File: src/rtl/mod_pkg.sv
// Shared definitions for the sequential divide/modulo unit: FSM state encoding.
package mod_pkg;

  localparam int STATE_W = 2;

  typedef enum logic [STATE_W-1:0] {
    IDLE = 2'd0,
    SUB  = 2'd1,
    DONE = 2'd2
  } state_e;

endpackage

File: src/rtl/mod_seq_unit_if.sv
// Start/ready/done bus of the divide/modulo unit. The master drives the operands
// and the request, and the slave (the unit) returns the status, results and FSM state.
interface mod_seq_unit_if #(
  parameter int WIDTH = 8
);
  import mod_pkg::*;

  // Handshake:
  // - A request is accepted on a rising edge where start=1 and ready=1, and
  //   a_in/b_in are captured on that edge. start while ready=0 is dropped.
  // - done is a one-cycle pulse. remainder, quotient and div_by_zero are valid
  //   from that cycle and hold until the next done.
  // - ready rises in the cycle after the done pulse.
  logic               start;
  logic [WIDTH-1:0]   a_in;
  logic [WIDTH-1:0]   b_in;
  logic               ready;
  logic               busy;
  logic               done;
  logic [WIDTH-1:0]   remainder;
  logic [WIDTH-1:0]   quotient;
  logic               div_by_zero;
  logic [STATE_W-1:0] dbg_state;

  modport master (
    output start, a_in, b_in,
    input  ready, busy, done, remainder, quotient, div_by_zero, dbg_state
  );

  modport slave (
    input  start, a_in, b_in,
    output ready, busy, done, remainder, quotient, div_by_zero, dbg_state
  );
endinterface

File: src/rtl/mod_dp.sv
// Datapath of the divide/modulo unit: operand/quotient registers, subtractor, result registers.
// MOD_SHIFT_SUB_EN selects restoring shift-subtract; otherwise repeated subtraction.
module mod_dp #(
  parameter int WIDTH = 8
) (
  input  logic             clk_i,
  input  logic             rst_i,
  input  logic             load_i,
  input  logic             load_zero_i,
  input  logic             step_i,
  input  logic             finish_i,
  input  logic [WIDTH-1:0] a_i,
  input  logic [WIDTH-1:0] b_i,
  output logic             ge_o,
  output logic [WIDTH-1:0] remainder_o,
  output logic [WIDTH-1:0] quotient_o,
  output logic             dbz_o
);

  logic [WIDTH-1:0] a_q, a_d;
  logic [WIDTH-1:0] b_q, b_d;
  logic [WIDTH-1:0] q_q, q_d;
  logic [WIDTH-1:0] rem_q, rem_d;
  logic [WIDTH-1:0] quo_q, quo_d;
  logic             dbz_q, dbz_d;
  logic             ge;

`ifdef MOD_SHIFT_SUB_EN
  // a_q is the dividend shifted out MSB first into the partial remainder p_q.
  logic [WIDTH-1:0] p_q, p_d;
  logic [WIDTH:0]   p_sh;
  logic [WIDTH-1:0] p_nx;
  logic [WIDTH-1:0] q_nx;
`endif

  always_comb begin
    a_d   = a_q;
    b_d   = b_q;
    q_d   = q_q;
    rem_d = rem_q;
    quo_d = quo_q;
    dbz_d = dbz_q;
`ifdef MOD_SHIFT_SUB_EN
    p_d  = p_q;
    p_sh = {p_q, a_q[WIDTH-1]};
    ge   = (p_sh >= {1'b0, b_q});
    p_nx = ge ? WIDTH'(p_sh - {1'b0, b_q}) : p_sh[WIDTH-1:0];
    q_nx = {q_q[WIDTH-2:0], ge};
`else
    ge   = (a_q >= b_q);
`endif

    if (load_i) begin
      a_d   = a_i;
      b_d   = b_i;
      q_d   = '0;
      dbz_d = 1'b0;
`ifdef MOD_SHIFT_SUB_EN
      p_d   = '0;
`endif
    end else if (load_zero_i) begin
      rem_d = a_i;
      quo_d = '1;
      dbz_d = 1'b1;
    end else if (step_i) begin
`ifdef MOD_SHIFT_SUB_EN
      p_d = p_nx;
      a_d = {a_q[WIDTH-2:0], 1'b0};
      q_d = q_nx;
`else
      a_d = a_q - b_q;
      q_d = q_q + WIDTH'(1);
`endif
    end

    // In shift mode the last step and the result capture share one edge.
    if (finish_i) begin
`ifdef MOD_SHIFT_SUB_EN
      rem_d = p_nx;
      quo_d = q_nx;
`else
      rem_d = a_q;
      quo_d = q_q;
`endif
    end
  end

  always_ff @(posedge clk_i) begin
    if (rst_i) begin
      a_q   <= '0;
      b_q   <= '0;
      q_q   <= '0;
      rem_q <= '0;
      quo_q <= '0;
      dbz_q <= 1'b0;
`ifdef MOD_SHIFT_SUB_EN
      p_q   <= '0;
`endif
    end else begin
      a_q   <= a_d;
      b_q   <= b_d;
      q_q   <= q_d;
      rem_q <= rem_d;
      quo_q <= quo_d;
      dbz_q <= dbz_d;
`ifdef MOD_SHIFT_SUB_EN
      p_q   <= p_d;
`endif
    end
  end

  assign ge_o        = ge;
  assign remainder_o = rem_q;
  assign quotient_o  = quo_q;
  assign dbz_o       = dbz_q;

endmodule

File: src/rtl/mod_seq_unit.sv
// Sequential divide/modulo unit: control FSM around mod_dp.
// MOD_SHIFT_SUB_EN gives fixed-latency restoring division; undefined gives repeated subtraction.
module mod_seq_unit
  import mod_pkg::*;
#(
  parameter int WIDTH = 8
) (
  input logic          CLK,
  input logic          reset,
  mod_seq_unit_if.slave bus
);

  state_e state_q, state_d;
  logic   ready_q, busy_q, done_q;
  logic   load, load_zero, step, finish;
  logic   ge;

`ifdef MOD_SHIFT_SUB_EN
  localparam int CNT_W = $clog2(WIDTH);
  localparam logic [CNT_W-1:0] LAST = CNT_W'(WIDTH - 1);
  logic [CNT_W-1:0] cnt_q, cnt_d;
`endif

  always_comb begin
    state_d   = state_q;
    load      = 1'b0;
    load_zero = 1'b0;
    step      = 1'b0;
    finish    = 1'b0;
`ifdef MOD_SHIFT_SUB_EN
    cnt_d     = cnt_q;
`endif
    case (state_q)
      IDLE: begin
        if (bus.start && ready_q) begin
          if (bus.b_in != '0) begin
            load    = 1'b1;
            state_d = SUB;
`ifdef MOD_SHIFT_SUB_EN
            cnt_d   = '0;
`endif
          end else begin
            load_zero = 1'b1;
            state_d   = DONE;
          end
        end
      end
      SUB: begin
`ifdef MOD_SHIFT_SUB_EN
        step  = 1'b1;
        cnt_d = cnt_q + CNT_W'(1);
        if (cnt_q == LAST) begin
          finish  = 1'b1;
          state_d = DONE;
        end
`else
        if (ge) begin
          step = 1'b1;
        end else begin
          finish  = 1'b1;
          state_d = DONE;
        end
`endif
      end
      DONE:    state_d = IDLE;
      default: state_d = IDLE;
    endcase
  end

  // done trails DONE by one cycle; ready stays low through that pulse.
  always_ff @(posedge CLK) begin
    if (reset) begin
      state_q <= IDLE;
      ready_q <= 1'b1;
      busy_q  <= 1'b0;
      done_q  <= 1'b0;
`ifdef MOD_SHIFT_SUB_EN
      cnt_q   <= '0;
`endif
    end else begin
      state_q <= state_d;
      done_q  <= (state_q == DONE);
      ready_q <= (state_d == IDLE) && (state_q != DONE);
      busy_q  <= (state_d != IDLE) || (state_q == DONE);
`ifdef MOD_SHIFT_SUB_EN
      cnt_q   <= cnt_d;
`endif
    end
  end

  mod_dp #(.WIDTH(WIDTH)) u_dp (
    .clk_i       (CLK),
    .rst_i       (reset),
    .load_i      (load),
    .load_zero_i (load_zero),
    .step_i      (step),
    .finish_i    (finish),
    .a_i         (bus.a_in),
    .b_i         (bus.b_in),
    .ge_o        (ge),
    .remainder_o (bus.remainder),
    .quotient_o  (bus.quotient),
    .dbz_o       (bus.div_by_zero)
  );

  assign bus.ready     = ready_q;
  assign bus.busy      = busy_q;
  assign bus.done      = done_q;
  assign bus.dbg_state = state_q;

endmodule

File: src/flat_wrapper.sv
// flat-port wrapper written by rule: the top's interface ports become plain ports
module mod_seq_unit_flat import mod_pkg::*;
#(
  parameter int WIDTH = 8
)
  (CLK, reset, bus_start, bus_a_in, bus_b_in, bus_ready, bus_busy, bus_done, bus_remainder, bus_quotient, bus_div_by_zero, bus_dbg_state);
  mod_seq_unit_if #(.WIDTH(WIDTH)) bus_i ();
  input logic CLK;
  input logic reset;
  input wire logic [$bits(bus_i.start)-1:0] bus_start;
  input wire logic [$bits(bus_i.a_in)-1:0] bus_a_in;
  input wire logic [$bits(bus_i.b_in)-1:0] bus_b_in;
  output wire logic [$bits(bus_i.ready)-1:0] bus_ready;
  output wire logic [$bits(bus_i.busy)-1:0] bus_busy;
  output wire logic [$bits(bus_i.done)-1:0] bus_done;
  output wire logic [$bits(bus_i.remainder)-1:0] bus_remainder;
  output wire logic [$bits(bus_i.quotient)-1:0] bus_quotient;
  output wire logic [$bits(bus_i.div_by_zero)-1:0] bus_div_by_zero;
  output wire logic [$bits(bus_i.dbg_state)-1:0] bus_dbg_state;
  assign bus_i.start = bus_start;
  assign bus_i.a_in = bus_a_in;
  assign bus_i.b_in = bus_b_in;
  assign bus_ready = bus_i.ready;
  assign bus_busy = bus_i.busy;
  assign bus_done = bus_i.done;
  assign bus_remainder = bus_i.remainder;
  assign bus_quotient = bus_i.quotient;
  assign bus_div_by_zero = bus_i.div_by_zero;
  assign bus_dbg_state = bus_i.dbg_state;
  mod_seq_unit #(.WIDTH(WIDTH)) u_core (.CLK(CLK), .reset(reset), .bus(bus_i));
endmodule
File: config.mk
export PLATFORM = sky130hd
export DESIGN_NAME = mod_seq_unit_flat
export DESIGN_NICKNAME = d
export VERILOG_FILES = /design/src/rtl/mod_pkg.sv /design/src/rtl/mod_seq_unit_if.sv /design/src/rtl/mod_dp.sv /design/src/rtl/mod_seq_unit.sv /design/src/flat_wrapper.sv
export SDC_FILE = /design/constraint.sdc
export NUM_CORES = 1
export LEC_CHECK = 0
export BUFFER_PORTS_ARGS = -buffer_cell sky130_fd_sc_hd__buf_2
export CAP_MARGIN = 20
export CORE_MARGIN = 2
export CORE_UTILIZATION = 45
export CTS_BUF_LIST = sky130_fd_sc_hd__clkbuf_16
export CTS_CLUSTER_SIZE = 25
export DETAILED_ROUTE_END_ITERATION = 10
export GPL_ROUTABILITY_DRIVEN = 0
export PLACE_DENSITY_LB_ADDON = 0.1
export SETUP_SLACK_MARGIN = 0.2
export SLEW_MARGIN = 10
export SYNTH_ARGS = -nofsm -noshare
export SYNTH_HDL_FRONTEND = slang
export SYNTH_HIERARCHICAL = 1
export SYNTH_SLANG_ARGS = --single-unit
export TNS_END_PERCENT = 1
File: constraint.sdc
create_clock -name CLK -period 3.7 [get_ports CLK]
set_input_delay 0.555 -clock CLK [delete_from_list [all_inputs] [get_ports CLK]]
set_output_delay 0.555 -clock CLK [all_outputs]
set_load 0.05 [all_outputs]
# After elaboration in Yosys (flattened, before gate mapping)
# Index checks and enable logic that the tools add are counted.
# op_classes
add_sub_neg,2
n_lt_le_gt_ge,1
n_eq_ne,5
n_mux,23
bitwise,1
reduce_logical,13
# ops
cell,n
$mux W8,9
$mux W1,10
$add A8 B1 Y8 const B,1
$ge A8 B8 Y1,1
$reduce_bool A8 Y1,1
$sub A8 B8 Y8,1
$mux W2,3
$reduce_and A2 Y1,3
$reduce_bool A2 Y1,3
$logic_not A2 Y1,2
$ne A2 B2 Y1 const B,2
$pmux W2 S2,1
$eq A2 B1 Y1 const B,1
$eq A2 B2 Y1 const B,1
$logic_and A1 B1 Y1,2
$ne A2 B1 Y1 const B,1
$reduce_or A2 Y1,1
$logic_or A1 B1 Y1,1
$not A1 Y1,1
# word_totals
regBits,46
input_bits,19
output_inout_bits,22
word_cells,55

# Depth between registers and ports, before layout
# Gate-level depths: netlist of the first run.
# logic_depth
depth_word,7
ltp_mapped,16
ltp_nobuf,15

# Cells and area by module
# The synthesis of the first run kept the hierarchy.
# modules_own_cells
module,n_inst,cells_per_inst,area_per_inst_um2,seq_area_each_um2
mod_dp,1,211,2003.2,820.8
mod_seq_unit,1,22,231.5,100.1

# Worst setup path before layout of the first run
# OpenSTA, ideal clock, no wires.
# synth_path
path_kind,register to register
start,register u_core.u_dp.a_q[0]
end,"register u_core.u_dp.rem_q[6], in the netlist u_core/u_dp/remainder_o[6]"
setup_time_ns,0.086
arrival_ns,2.423
required_time_ns,3.614
slack_ns,1.191
path_stages_with_launch,15
n_path_buf,2
synth_period_minus_slack_ns,2.509
path_cell_list,dfxtp_1 inv_1 ha_1 inv_1 fa_1 a211oi_2 o21bai_1 a21oi_1 o21ai_1 nor2_1 buf_2 a21o_2 buf_2 nor2_1 a211oi_1
# synth_between
elab_chain_cells,5
elab_cells_between_ends,7
cone_classes,1 x order compare; 1 x eq/ne; 3 x mux; 2 x reduce/logical
# synth_lines
element,line_no,text
from (decl),mod_dp.sv:20,"logic [WIDTH-1:0] a_q, a_d;"
from (signal assigned),mod_dp.sv:90,a_q <= '0;
from (signal assigned),mod_dp.sv:100,a_q <= a_d;
$ge A8 B8 Y1 *,mod_dp.sv:50,ge = (a_q >= b_q);
named net u_core.ge,mod_seq_unit.sv:16,logic ge;
$mux W1 *,mod_seq_unit.sv:57,if (ge) begin
$mux W1 *,mod_seq_unit.sv:33,case (state_q)
named net u_core.finish,mod_seq_unit.sv:15,"logic load, load_zero, step, finish;"
$ne A2 B2 Y1 (no source line) / $reduce_bool A2 Y1 (equally long branches),--,
$reduce_and A2 Y1 (no source line),--,
to (signal assigned),mod_dp.sv:103,rem_q <= rem_d;
to (decl),mod_dp.sv:23,"logic [WIDTH-1:0] rem_q, rem_d;"
# The timed path passes the listed nets; every way through them passes the cells marked *.
# A chain may end at the register's enable or synchronous reset.

# Worst setup path in the final report of the first run
# layout_path
start,register u_core.u_dp.a_q[0]
end,register u_core.u_dp.q_q[7]
# layout_between
elab_chain_cells,4
# layout_lines
element,line_no,text
$ge A8 B8 Y1,mod_dp.sv:50,
named net u_core.ge,mod_seq_unit.sv:16,
$mux W1,mod_seq_unit.sv:57,
$mux W1,mod_seq_unit.sv:33,
named net u_core.step,mod_seq_unit.sv:15,
$reduce_and A2 Y1 (no source line),--,
to (signal assigned),mod_dp.sv:102,q_q <= q_d;
to (decl),mod_dp.sv:22,"logic [WIDTH-1:0] q_q, q_d;"
# The timed path passes the listed nets, and every way through them passes these cells.

==> results of run 1 <==
==> layout by cell type, fill, tap and decap left out, types with 5 or more instances in the layout <==
cell type,count
a211oi_1,12
dfxtp_1,46
a21oi_1,12
mux2i_1,17
nor2_1,34
inv_1,14
ha_1,9
xor2_1,6
nand2b_1,5
nand2_1,11
clkbuf_16,5
buf_2,40
o21ai_0,7
==> critical path, delay by kind of cell, from the launching register on <==
| family | cells | cell delay, ps |
|---|---|---|
| and+or+nand+nor | 4 | 1170 |
| AOI/OAI and AO/OA | 5 | 770 |
| adders and majority gates | 2 | 440 |
| DFF | 1 | 350 |
| buffers and inverters | 3 | 190 |
==> final cells by class <==
class,count,area (um2)
repair buffers,42,215
well taps,67,83.8
inverters,14,55.1
flip-flops and latches,46,921
fillers,480,2130
clock inverters,2,11.3
clock buffers,5,125
multi-input cells,164,1220
==> through the flow <==
step           total power [mW]  util (%)  std cells  hold slack [ps]
2_1_floorplan              1.84         -        233              458
3_3_place_gp               2.08      52.4        333              458
3_5_place_dp               2.09      52.4        333              472
4_1_cts                    2.51      55.3        340              488
5_1_grt                    2.67      55.3        340              505
6_report                   2.49      55.3        340              471
==> worst max path at each step <==
stage                            start                          to  slack (ps)
global route        u_core/u_dp/a_q[0]          u_core/u_dp/q_q[7]         420
detailed placement  u_core/u_dp/a_q[0]          u_core/u_dp/q_q[7]         730
global placement    u_core/u_dp/a_q[0]          u_core/u_dp/q_q[7]         860
floorplan           u_core/u_dp/a_q[0]  u_core/u_dp/remainder_o[6]        1190
finish              u_core/u_dp/a_q[0]          u_core/u_dp/q_q[7]         690
CTS                 u_core/u_dp/a_q[0]          u_core/u_dp/q_q[7]         700
==> report_power, final <==
group          total [mW]  switching (mW)  internal [mW]
Clock               0.418           0.174          0.244
Combinational        1.34           0.851          0.486
Sequential          0.736          0.0930          0.643
Total                2.49            1.12           1.37
==> flip-flops by register name, summed over array words and instances, names as in the netlist, 2 cells and up <==
| signal | cells |
|---|---|
| u_core/u_dp/b_q | 8 |
| u_core/bus.dbg_state | 2 |
| u_core/u_dp/quotient_o | 8 |
| u_core/u_dp/q_q | 8 |
| u_core/u_dp/remainder_o | 8 |
| u_core/u_dp/a_q | 8 |
==> per-layer routing <==
metal  wire length (um)  up-vias  global-route usage [%]  share of wire, %
met3                163        6                    3.66               3.7
met5                  0        -                       0                 0
met1               2260      766                    24.6                52
li1                   -      921                       -                 -
met2               1860       40                    25.5                43
met4                 68        0                    7.14               1.6
==> cells by family after synthesis <==
logic type	Yosys count
compound gates	60
simple gates	68
flops	46
fa+ha+maj	10
buf+inv	23
xor+xnor	9
mux	17
==> results.sh, run 1 <==
export IMPL_status="finished, final reports clean"
export IMPL_first_pass_iters=4
export IMPL_drive_gt1_share_pct=24.2
export IMPL_cts_sinks=46
export IMPL_layout_nets=302
export IMPL_cpPeakStageDelay_ps=400
export IMPL_p_leak_nw=1.09
export IMPL_synth_mux_area_share_pct=7.61
export IMPL_ant_nets=0
export IMPL_clk_latency_ps=280
export IMPL_netlist_area_mm2=0.00223
export IMPL_die_area_mm2=0.00555
export IMPL_tns_ps=0
export IMPL_mappedNetlistNets=262
export IMPL_wl_per_cell_um=12.8
export IMPL_slew_headroom_pct=65.9
export IMPL_worst_setup_path_type="flop to flop"
export IMPL_start_kind="flop"
export IMPL_post_cts_buffers=0
export IMPL_ir_drop_mv=0.337
export IMPL_numCtsBuffers=5
export IMPL_synth_top_family_by_area="compound AO/OA/AOI/OAI gates"
export IMPL_drc=0
export IMPL_arrival_ps=3220
export IMPL_first_global_vias=1596
export IMPL_hold_viol=0
export IMPL_min_to="u_core/u_dp/dbz_o"
export IMPL_synth_cell_types=46
export IMPL_crit_top_cell="inv_1"
export IMPL_ys_warn_count=6
export IMPL_synthAdderAreaFrac_pct=5.94
export IMPL_via_per_inst=5.10
export IMPL_final_setup_viol_count=0
export IMPL_netlist_area_leader_share_pct=41.2
export IMPL_synth_simple_gate_area_share_pct=16.5
export IMPL_grt_overflow=0
export IMPL_fin_crit_ps=3010
export IMPL_wirelength_um=4360
export IMPL_async_flop_share_pct=0
export IMPL_core_area_mm2=0.00475
export IMPL_fmax_mhz=332
export IMPL_vias=1733
export IMPL_post_route_period_util_pct=81.5
export IMPL_die_height_um=74.5
export IMPL_end_kind="flop"
export IMPL_crit_slowest_cell="nor2b_4"
export IMPL_cts_root_buf="clkbuf_16"
export IMPL_grtUsageTotal_pct=17.3
export IMPL_cts_hold_buf=0
export IMPL_diodes=0
export IMPL_crit_required_ps=3910
export IMPL_worstPathCellList="inv_1 > ha_1 > inv_1 > fa_1 > a211oi_2 > o21bai_1 > a21oi_1 > o21ai_1 > inv_1 > nor2_1 > nor2b_4 > nand4_2 > or3_1 > a21oi_1"
export IMPL_grt_pass1_wl_um=7360
export IMPL_tightest_slew_ps=512
export IMPL_io_pins=41
export IMPL_min_delay_start="u_core/u_dp/dbz_o"
export IMPL_area_growth_pct=17.6
export IMPL_setup_slack_ps=686
export IMPL_dp_slack_ps=730
export IMPL_syn_inst=233
export IMPL_r2r_slack_ps=690
export IMPL_clock_skew_ps=3.48
export IMPL_worstHoldPathCells=2
export IMPL_post_dp_hpwl_um=3180
export IMPL_synth_compound_area_share_pct=20.7
export IMPL_synth_area_top_cells="dfxtp_1, mux2i_1, nor2_1"
export IMPL_synthXorXnorAreaFrac_pct=3.53
export IMPL_post_cts_resize_count=0
export IMPL_rows=25
export IMPL_yosys_top_cells_count="dfxtp_1, nor2_1, mux2i_1"
export IMPL_clk_path_buf_depth=2
export IMPL_dpl_instance_area_mm2=0.00249
export IMPL_clk_pin_slew_ps=60
export IMPL_ys_seq_elements=46
export IMPL_synth_area_per_cell_um2=9.59
export IMPL_synth_edff_count=0
export IMPL_drv_cap=0
export IMPL_rsz0062_at_grt="no"
export IMPL_grt_max_degree=28
export IMPL_antenna_found_initial=0
export IMPL_ys_seq_area_share_pct=41.2
export IMPL_cts_tree="yes"
export IMPL_worstHoldPathType="flop to flop"
export IMPL_reg2reg_from="u_core/u_dp/a_q[0]"
export IMPL_dr_first_iter_drc_count=60
export IMPL_portBuffers=40
export IMPL_htreeDepth=2
export IMPL_yosys_area_top_type="dfxtp_1"
export IMPL_initial_utilization_pct=47.0
export IMPL_dieWidth_um=74.5
export IMPL_final_area_mm2=0.00263
export IMPL_r2r_cells=14
export IMPL_slew_viol_final=0
export IMPL_synth_most_common_cell="dfxtp_1"
export IMPL_critical_path_max_fanout=16
export IMPL_synthFlopType="dfxtp_1"
export IMPL_regToRegEndpoint="u_core/u_dp/q_q[7]"
export IMPL_power_density_mw_per_mm2=948
Note: power is estimated with default switching activity, not from simulation.
==> run 2, diff against run 1 <==
Clock period 3.7 ns to 2.5 ns, I/O delays scaled along.
==> run 2 against run 1 <==
Net effect: clock power grew 48%; hold slack lost 120 ps; design area grew 9.6%; sequential share of layout area shrank 2.9 points; combinational power grew 78%; maximum frequency grew 23%; final cell count grew 5.6%; highest routed layer unchanged.
==> results.sh, run 2 (synthesis results as in run 1) <==
export IMPL_status="finished, final reports clean"
export IMPL_cpPeakStageDelay_ps=320
export IMPL_finish_utilization_pct=60.6
export IMPL_io_pins=41
export IMPL_antenna_found_initial=0
export IMPL_clock_skew_ps=4.68
export IMPL_internal_power_mw=2.28
export IMPL_area_growth_pct=28.9
export IMPL_core_area_mm2=0.00475
export IMPL_cts_sinks=46
export IMPL_grt_overflow=0
export IMPL_drc=0
export IMPL_worst_setup_path_type="flop to flop"
export IMPL_initial_utilization_pct=47.0
export IMPL_post_route_period_util_pct=98.2
export IMPL_diodes=0
export IMPL_vias=1842
export IMPL_switchingPower_mw=1.82
export IMPL_die_height_um=74.5
export IMPL_worstHoldPathType="input port to flop"
export IMPL_p_leak_nw=1.21
export IMPL_min_to="u_core/u_dp/a_q[1]"
export IMPL_tightest_slew_ps=541
export IMPL_cts_tree="yes"
export IMPL_dieWidth_um=74.5
export IMPL_wirelength_um=4870
export IMPL_first_global_vias=1709
export IMPL_r2r_slack_ps=50
export IMPL_via_per_inst=5.13
export IMPL_dr_first_iter_drc_count=84
export IMPL_portBuffers=40
export IMPL_grtUsageTotal_pct=18.9
export IMPL_drive_gt1_share_pct=35.3
export IMPL_critical_path_max_fanout=7
export IMPL_cts_hold_buf=0
export IMPL_grt_max_degree=27
export IMPL_layout_nets=321
export IMPL_p_sw_share_pct=44.4
export IMPL_clock_power_share_pct=15.0
export IMPL_slew_viol_final=0
export IMPL_hold_viol=0
export IMPL_clk_pin_slew_ps=60
export IMPL_layout_cells_non_filler=359
export IMPL_arrival_ps=2660
export IMPL_die_area_mm2=0.00555
export IMPL_ant_nets=0
export IMPL_power_density_mw_per_mm2=1420
export IMPL_crit_required_ps=2700
export IMPL_regToRegEndpoint="u_core/u_dp/q_q[7]"
export IMPL_final_setup_viol_count=0
export IMPL_post_dp_hpwl_um=3420
export IMPL_power_frac_seq_pct=26.6
export IMPL_numCtsBuffers=5
export IMPL_reg2reg_from="u_core/u_dp/b_q[3]"
export IMPL_drv_cap=0
export IMPL_htreeDepth=2
export IMPL_min_delay_start="bus_a_in[1]"
export IMPL_start_kind="flop"
export IMPL_fmax_mhz=407
export IMPL_worstHoldPathCells=3
export IMPL_end_kind="flop"
export IMPL_clk_latency_ps=280
export IMPL_rows=25
export IMPL_slew_headroom_pct=63.8
export IMPL_dp_cells=346
export IMPL_cts_root_buf="clkbuf_16"
export IMPL_final_cell_mix="dfxtp_1, buf_2, nor2_1"
export IMPL_r2r_cells=12
export IMPL_crit_slowest_cell="dfxtp_2"
export IMPL_p_comb_share_pct=58.3
export IMPL_wl_per_cell_um=13.6
export IMPL_fin_crit_ps=2450
export IMPL_critPathTopFamily="simple AND/OR/NAND/NOR gates"
export IMPL_grt_pass1_wl_um=8090
export IMPL_first_pass_iters=4
export IMPL_rsz0062_at_grt="yes"
export IMPL_clk_path_buf_depth=2
export IMPL_layout_commonest_cell="dfxtp_1"
export IMPL_critPathBufInv=2
export IMPL_ir_drop_mv=0.716
export IMPL_worstPathCellList="inv_1 > ha_4 > o21ai_0 > o21bai_1 > a21oi_1 > o21ai_1 > inv_1 > nor2_2 > nor2b_4 > nand4_4 > or3_1 > a21oi_1"
[run 2: changes by cell type in the layout (fill, tap and decap cells not counted), sizes merged]
cell,change
clkinvlp,+1
inv,-1
a21o,+1
buf,+18
[run 2: cell type report]
| cell class | count | area, um2 |
|---|---|---|
| inverter | 14 | 58.8 |
| clock buffer | 5 | 125 |
| tap | 67 | 83.8 |
| fill | 445 | 1870 |
| multi-input combinational | 165 | 1320 |
| clock inverter | 2 | 11.3 |
| timing repair buffer | 60 | 362 |
| sequential | 46 | 925 |
[run 2: power groups by stage]
stage	combinational (mW)	sequential, mW	clock, mW
final	2.39	1.09	0.617
after global placement	2.16	1.10	0
after detailed placement	2.17	1.10	0
after floorplan	1.23	1.55	0
after CTS	2.34	1.09	0.630
after global routing	2.61	1.12	0.664
[run 2: tightest hold or removal path, stage by stage]
cell,delay (ps)
buf_2,90
a21oi_1,60
nor2_1,70
[run 2: routing by layer]
| layer | GRT usage [%] | wire (um) | vias up |
|---|---|---|---|
| li1 | - | - | 966 |
| met1 | 27.8 | 2440 | 833 |
| met2 | 28.6 | 2150 | 41 |
| met3 | 4.07 | 247 | 2 |
| met4 | 3.77 | 29 | 0 |
| met5 | 0 | 0 | - |
[run 2: how the worst max path moves through the flow]
stage                                  start  cells after the start                   endpoint  slack (ps)
final                     u_core/u_dp/b_q[3]                     12         u_core/u_dp/q_q[7]          50
after global routing      u_core/u_dp/b_q[3]                     12         u_core/u_dp/q_q[7]        -190
after CTS                 u_core/u_dp/a_q[0]                     13  u_core/u_dp/quotient_o[3]          80
after detailed placement  u_core/u_dp/b_q[3]                     12         u_core/u_dp/q_q[5]         -60
after global placement    u_core/u_dp/b_q[3]                     12         u_core/u_dp/q_q[5]          30
after floorplan           u_core/u_dp/a_q[0]                     14         u_core/u_dp/q_q[5]         190
[run 2: what timing repair did]
item / in CTS / in global routing
pin swaps: 9 / 6
resized for setup: 7 / 8
cloned: 1 / 0
setup endpoints to repair: 31 / 32
setup buffers: 4 / 1
[run 2: per-stage QoR]
stage | power, mW | instance area (um2) | hold slack, ps | TNS [ps] | worst slack [ps]
floorplan | 2.78 | 2290 | 447 | 0 | 187
global placement | 3.26 | 2630 | 462 | 0 | 34.4
detailed placement | 3.27 | 2630 | 466 | -158 | -59.1
CTS | 4.05 | 2840 | 346 | 0 | 79.8
global route | 4.39 | 2880 | 354 | -2450 | -191
finish | 4.10 | 2880 | 348 | 0 | 45.3
